**src/rtl/sram_controller.sv**
```systemverilog
// Stalls the pipeline while it performs one 32-bit load or store as two 16-bit SRAM accesses.
// Strobes and read data are registered and follow the FSM state; ready is combinational.
module sram_controller #(
  parameter int unsigned WAIT_CYCLES = 2,
  parameter logic [31:0] MEM_BASE    = 32'd1024
) (
  input  logic        clk,
  input  logic        rst,
  input  logic        rd_en,
  input  logic        wr_en,
  input  logic [31:0] address,
  input  logic [31:0] write_data,
  output logic [31:0] read_data,
  output logic        ready,
  output logic [17:0] sram_addr,
  output logic [15:0] sram_dq_out,
  input  logic [15:0] sram_dq_in,
  output logic        sram_dq_oe,
  output logic        sram_we_n,
  output logic        sram_oe_n
);

  localparam logic [3:0] WaitLast = 4'(WAIT_CYCLES - 1);

  typedef enum logic [2:0] {StIdle, StLo, StHi, StWait, StDone} state_e;

  state_e      state_q, state_d;
  logic [3:0]  cnt_q, cnt_d;
  logic        op_wr_q, op_wr_d;
  logic [16:0] idx_q, idx_d;
  logic [31:0] data_q, data_d;
  logic [31:0] rdata_q, rdata_d;
  logic [17:0] addr_q, addr_d;
  logic [15:0] dq_q, dq_d;
  logic        dq_oe_q, dq_oe_d;
  logic        we_n_q, we_n_d;
  logic        oe_n_q, oe_n_d;

  logic [31:0] offset;
  logic        unused_offset;

  // Byte offset from the SRAM window; wraps below MEM_BASE, byte lanes dropped.
  assign offset        = address - MEM_BASE;
  assign unused_offset = ^{offset[31:19], offset[1:0]};

  always_comb begin
    state_d = state_q;
    cnt_d   = cnt_q;
    op_wr_d = op_wr_q;
    idx_d   = idx_q;
    data_d  = data_q;
    rdata_d = rdata_q;

    unique case (state_q)
      StIdle: begin
        if (wr_en) begin
          op_wr_d = 1'b1;
          idx_d   = offset[18:2];
          data_d  = write_data;
          state_d = StLo;
        end else if (rd_en) begin
          op_wr_d = 1'b0;
          idx_d   = offset[18:2];
          state_d = StLo;
        end
      end
      StLo: begin
        if (!op_wr_q) data_d[15:0] = sram_dq_in;
        state_d = StHi;
      end
      StHi: begin
        if (!op_wr_q) data_d[31:16] = sram_dq_in;
        cnt_d   = 4'd0;
        state_d = StWait;
      end
      StWait: begin
        if (cnt_q == WaitLast) begin
          if (!op_wr_q) rdata_d = data_q;
          state_d = StDone;
        end else begin
          cnt_d = cnt_q + 4'd1;
        end
      end
      StDone:  state_d = StIdle;
      default: state_d = StIdle;
    endcase

    // Strobes are decoded from the next state so they register in step with it.
    addr_d  = 18'd0;
    dq_d    = 16'd0;
    dq_oe_d = 1'b0;
    we_n_d  = 1'b1;
    oe_n_d  = 1'b1;
    if (state_d == StLo || state_d == StHi) begin
      addr_d = {idx_d, state_d == StHi};
      if (op_wr_d) begin
        dq_d    = (state_d == StHi) ? data_d[31:16] : data_d[15:0];
        dq_oe_d = 1'b1;
        we_n_d  = 1'b0;
      end else begin
        oe_n_d = 1'b0;
      end
    end
  end

  always_ff @(posedge clk) begin
    if (rst) begin
      state_q <= StIdle;
      cnt_q   <= 4'd0;
      op_wr_q <= 1'b0;
      idx_q   <= 17'd0;
      data_q  <= 32'd0;
      rdata_q <= 32'd0;
      addr_q  <= 18'd0;
      dq_q    <= 16'd0;
      dq_oe_q <= 1'b0;
      we_n_q  <= 1'b1;
      oe_n_q  <= 1'b1;
    end else begin
      state_q <= state_d;
      cnt_q   <= cnt_d;
      op_wr_q <= op_wr_d;
      idx_q   <= idx_d;
      data_q  <= data_d;
      rdata_q <= rdata_d;
      addr_q  <= addr_d;
      dq_q    <= dq_d;
      dq_oe_q <= dq_oe_d;
      we_n_q  <= we_n_d;
      oe_n_q  <= oe_n_d;
    end
  end

  assign ready       = (state_q == StDone) || (state_q == StIdle && !rd_en && !wr_en);
  assign read_data   = rdata_q;
  assign sram_addr   = addr_q;
  assign sram_dq_out = dq_q;
  assign sram_dq_oe  = dq_oe_q;
  assign sram_we_n   = we_n_q;
  assign sram_oe_n   = oe_n_q;

endmodule

```
**config.mk**
```make
export PLATFORM = sky130hd
export DESIGN_NAME = sram_controller
export DESIGN_NICKNAME = d
export VERILOG_FILES = /design/src/rtl/sram_controller.sv
export SDC_FILE = /design/constraint.sdc
export NUM_CORES = 1
export LEC_CHECK = 0
export ABC_AREA = 1
export ABC_CLOCK_PERIOD_IN_PS = 2200
export CELL_PAD_IN_SITES_DETAIL_PLACEMENT = 1
export CELL_PAD_IN_SITES_GLOBAL_PLACEMENT = 1
export CORE_MARGIN = 1.5
export CORE_UTILIZATION = 37
export DETAILED_ROUTE_END_ITERATION = 7
export PLACE_DENSITY = 0.95
export SYNTH_ARGS = -nofsm -noshare
export SYNTH_HDL_FRONTEND = slang
export SYNTH_SLANG_ARGS = --single-unit
```
**constraint.sdc**
```tcl
create_clock -name clk -period 2.2 [get_ports clk]
set_input_delay 0.33 -clock clk [delete_from_list [all_inputs] [get_ports clk]]
set_output_delay 0.33 -clock clk [all_outputs]
set_load 0.05 [all_outputs]
```
==> impl_metrics.yaml <==
critical_path:
  rrSetupSlack_ns: 0.23
  reg2reg_to: "sram_dq_out[4]$_SDFF_PP0_"
  cp.required_ns: 1.87
  setup.worst_path.end: "ready"
  crit_start: "state_q[2]$_SDFF_PP0_"
  worst-setup-path-type: "flop to primary output"
  arrival_ns: 1.77
  reg2reg_depth: 7
  crit_fanout: 12
  reg2reg_from: "state_q[2]$_SDFF_PP0_"
  worstSetupStartpointType: "flop"
  worst_setup_path_end_kind: "primary output"
route:
  wl_mm: 20.9
  drc: 0
  wire_per_inst_um: 17.4
  detail_route.iter0.violations: 442
  via_per_inst: 5.22
  ant_nets: 0
  via_count: 6259
  dr.pass1.iters: 5
placement:
  gp_congestion: 0.838
  dp_hpwl_mm: 13.2
  port_buffers: 138
  dp.cells: 1168
logic_synthesis:
  syn_nets: 933
  netlist_area_mm2: 0.00580
  synth_cells: 846
  ys_types: 33
  syn_avg_cell_area_um2: 6.86
  synth_seq_area_share_pct: 43.5
  ys_seq_elements: 126
  yosysWarnings: 0
clocking:
  cts_tree: "done"
  clockBufferDepth: 2
  clock_sinks: 126
  holdBufCountCts: 0
  cts_made_buffers: 17
  cts_resized: 0
  insertion_delay_ns: 0.43
  cts-htree-levels: 4
  clk_pin_slew_ns: 0.05
  cts-root-buf: "clkbuf_16"
  cts_setup_buffers: 0
floorplan:
  die-area_mm2: 0.0164
  core_mm2: 0.0153
  start_util_pct: 38.0
  die_h_um: 128
  die_w_um: 128
  std_cell_rows: 45
  io_pins: 154
power_and_ir_drop:
  swShare_pct: 35.8
  irDropWorstVdd_mv: 0.670
  combPwrFrac_pct: 30.2
  p_switching_w: 0.00294
  powerDensity_mw_per_mm2: 1030
  finalPower_w: 0.00823
  leakagePower_nw: 3.39
  p_int_w: 0.00529
  p_seq_share_pct: 33.7
  p_clk_share_pct: 36.1
finish:
  fin_util_pct: 52.4
  fin_nets: 1063
  antenna_cells: 0
  fin_cells: 1200
  layout-area-overhead-vs-synth_pct: 37.9
  fillers: 1921
  drive_above_1_share_pct: 8.59
timing:
  fin_crit_ns: 2.10
  fin_setup_tns_ns: 0
  whs_ns: 0.477
  skew_ns: 0.0109
  max_slew_margin_pct: 62.2
  fmax_mhz: 475
  rsz0062_at_grt: "no"
  period_share_pct: 95.6
  worst_pin_slew_ns: 0.565
  hold_viol: 0
  setup_violations: 0
  slew_viol_final: 0
global_route:
  grt_max_degree: 38
  grt_pass1_wl_mm: 33.3
  grt_pass1_vias: 6532
  overflow: 0
  track_usage_pct: 26.1
  antenna_found_initial: 0
run:
  maxCapViolCount: 0
run_status:
  status: "complete, no violations"
worst_hold_path:
  min_path_type: "flop to flop"
-- sequential cells by signal, indices dropped and copies added (netlist names) --
signal,cells
cnt_q,4
data_q,32
idx_q,17
op_wr_q,1
read_data,32
sram_addr,18
sram_dq_oe,1
sram_dq_out,16
sram_oe_n,1
sram_we_n,1
state_q,3
-- critical path, cell delays in order (launching register included) --
cell        delay [ns]
dfxtp_1           0.46
clkinvlp_4        0.29
a211oi_1          0.30
buf_4             0.17
buf_12            0.13
-- power groups by stage --
stage	clock network [W]	registers (W)	logic [W]
after floorplan	0	0.00310	0.00127
after global placement	0	0.00279	0.00229
after detailed placement	0	0.00280	0.00237
after CTS	0.00300	0.00277	0.00246
after global routing	0.00311	0.00280	0.00268
final	0.00297	0.00278	0.00248
-- cell usage in the layout (no fill, tap or decap), types with 2 or more instances in the layout --
cell             synthesis  layout
o21ai_1                  6       6
xor2_1                   3       3
nor3_1                  11      11
nor2_4                   2       2
nand2_1                170     170
buf_4                    1      12
clkinv_4                 1       3
a21oi_2                  8       8
clkbuf_16                0      17
nand3_1                 31      31
clkinv_1                 2       2
o21a_1                  11      11
buf_12                   0       5
a21oi_1                 27      27
clkdlybuf4s50_1          0     136
inv_2                    5       5
nor3_2                   2       2
nor2_2                   3       3
dfxtp_1                126     126
nand2_4                  3       3
clkinvlp_4               0       2
inv_1                   93      92
nor2_1                 166     166
or2_2                   10      10
ha_1                     3       3
clkbuf_1                18       3
nand3b_1                 3       3
o21ai_0                102     102
clkinv_2                 0       4
nand4_1                  9       9
bufinv_16                0       4
-- logic make-up after synthesis --
logic type | count (synthesis) | synth area share, %
simple gates | 413 | 30.0
compound gates | 157 | 14.7
buf+inv | 144 | 10.7
flops | 126 | 43.5
xor+xnor | 3 | 0.453
fa+ha+maj | 3 | 0.647
-- cell usage after synthesis, drive strengths merged --
cell type / instances / area, um2
clkinv: 3 / 16.3
clkbuf: 18 / 67.6
nor3: 13 / 75.1
dfxtp: 126 / 2520
nor2: 171 / 664
buf: 25 / 171
o21a: 11 / 82.6
a211oi: 1 / 7.51
o21ai: 109 / 549
or2: 10 / 62.6
ha: 3 / 37.5
nand3b: 3 / 22.5
nand3: 33 / 183
nand4: 9 / 56.3
inv: 98 / 368
a31oi: 1 / 6.26
a21oi: 35 / 205
xor2: 3 / 26.3
nand2: 173 / 672
nor4: 1 / 6.26
-- how the worst min path moves through the flow --
| stage | startpoint | to | slack (ns) | cells after the start |
|---|---|---|---|---|
| floorplan | cnt_q[3]$_SDFFE_PP0P_ | cnt_q[3]$_SDFFE_PP0P_ | 0.47 | 2 |
| global placement | read_data[12]$_SDFFE_PP0P_ | read_data[12]$_SDFFE_PP0P_ | 0.46 | 2 |
| detailed placement | read_data[12]$_SDFFE_PP0P_ | read_data[12]$_SDFFE_PP0P_ | 0.47 | 2 |
| CTS | read_data[12]$_SDFFE_PP0P_ | read_data[12]$_SDFFE_PP0P_ | 0.48 | 2 |
| global route | read_data[12]$_SDFFE_PP0P_ | read_data[12]$_SDFFE_PP0P_ | 0.51 | 2 |
| finish | read_data[12]$_SDFFE_PP0P_ | read_data[12]$_SDFFE_PP0P_ | 0.48 | 2 |
-- per-stage QoR --
stage                     instance area [um2]  setup slack [ns]
after global placement                   7380             0.175
after detailed placement                 7380             0.142
after floorplan                          5800            0.0233
after global routing                     8000            0.0374
final                                    8000            0.0966
after CTS                                8000             0.138
-- per-layer routing --
metal / vias to the layer above / routed length, um / global-route usage [%]
li1: 2917 / - / -
met5: - / 0 / 0
met3: 45 / 1370 / 6.09
met2: 279 / 10300 / 45.0
met1: 3018 / 8610 / 30.6
met4: 0 / 596 / 12.6
-- cell type report --
| cell class | instances | area, um2 | area share (%) |
|---|---|---|---|
| multi-input cells | 576 | 2660 | 33.2 |
| well taps | 211 | 264 | 3.30 |
| repair buffers | 154 | 1560 | 19.4 |
| clock inverters | 11 | 165 | 2.06 |
| inverters | 101 | 388 | 4.85 |
| flip-flops and latches | 126 | 2520 | 31.5 |
| clock buffers | 21 | 450 | 5.63 |
(Power assumes the default switching activity.)
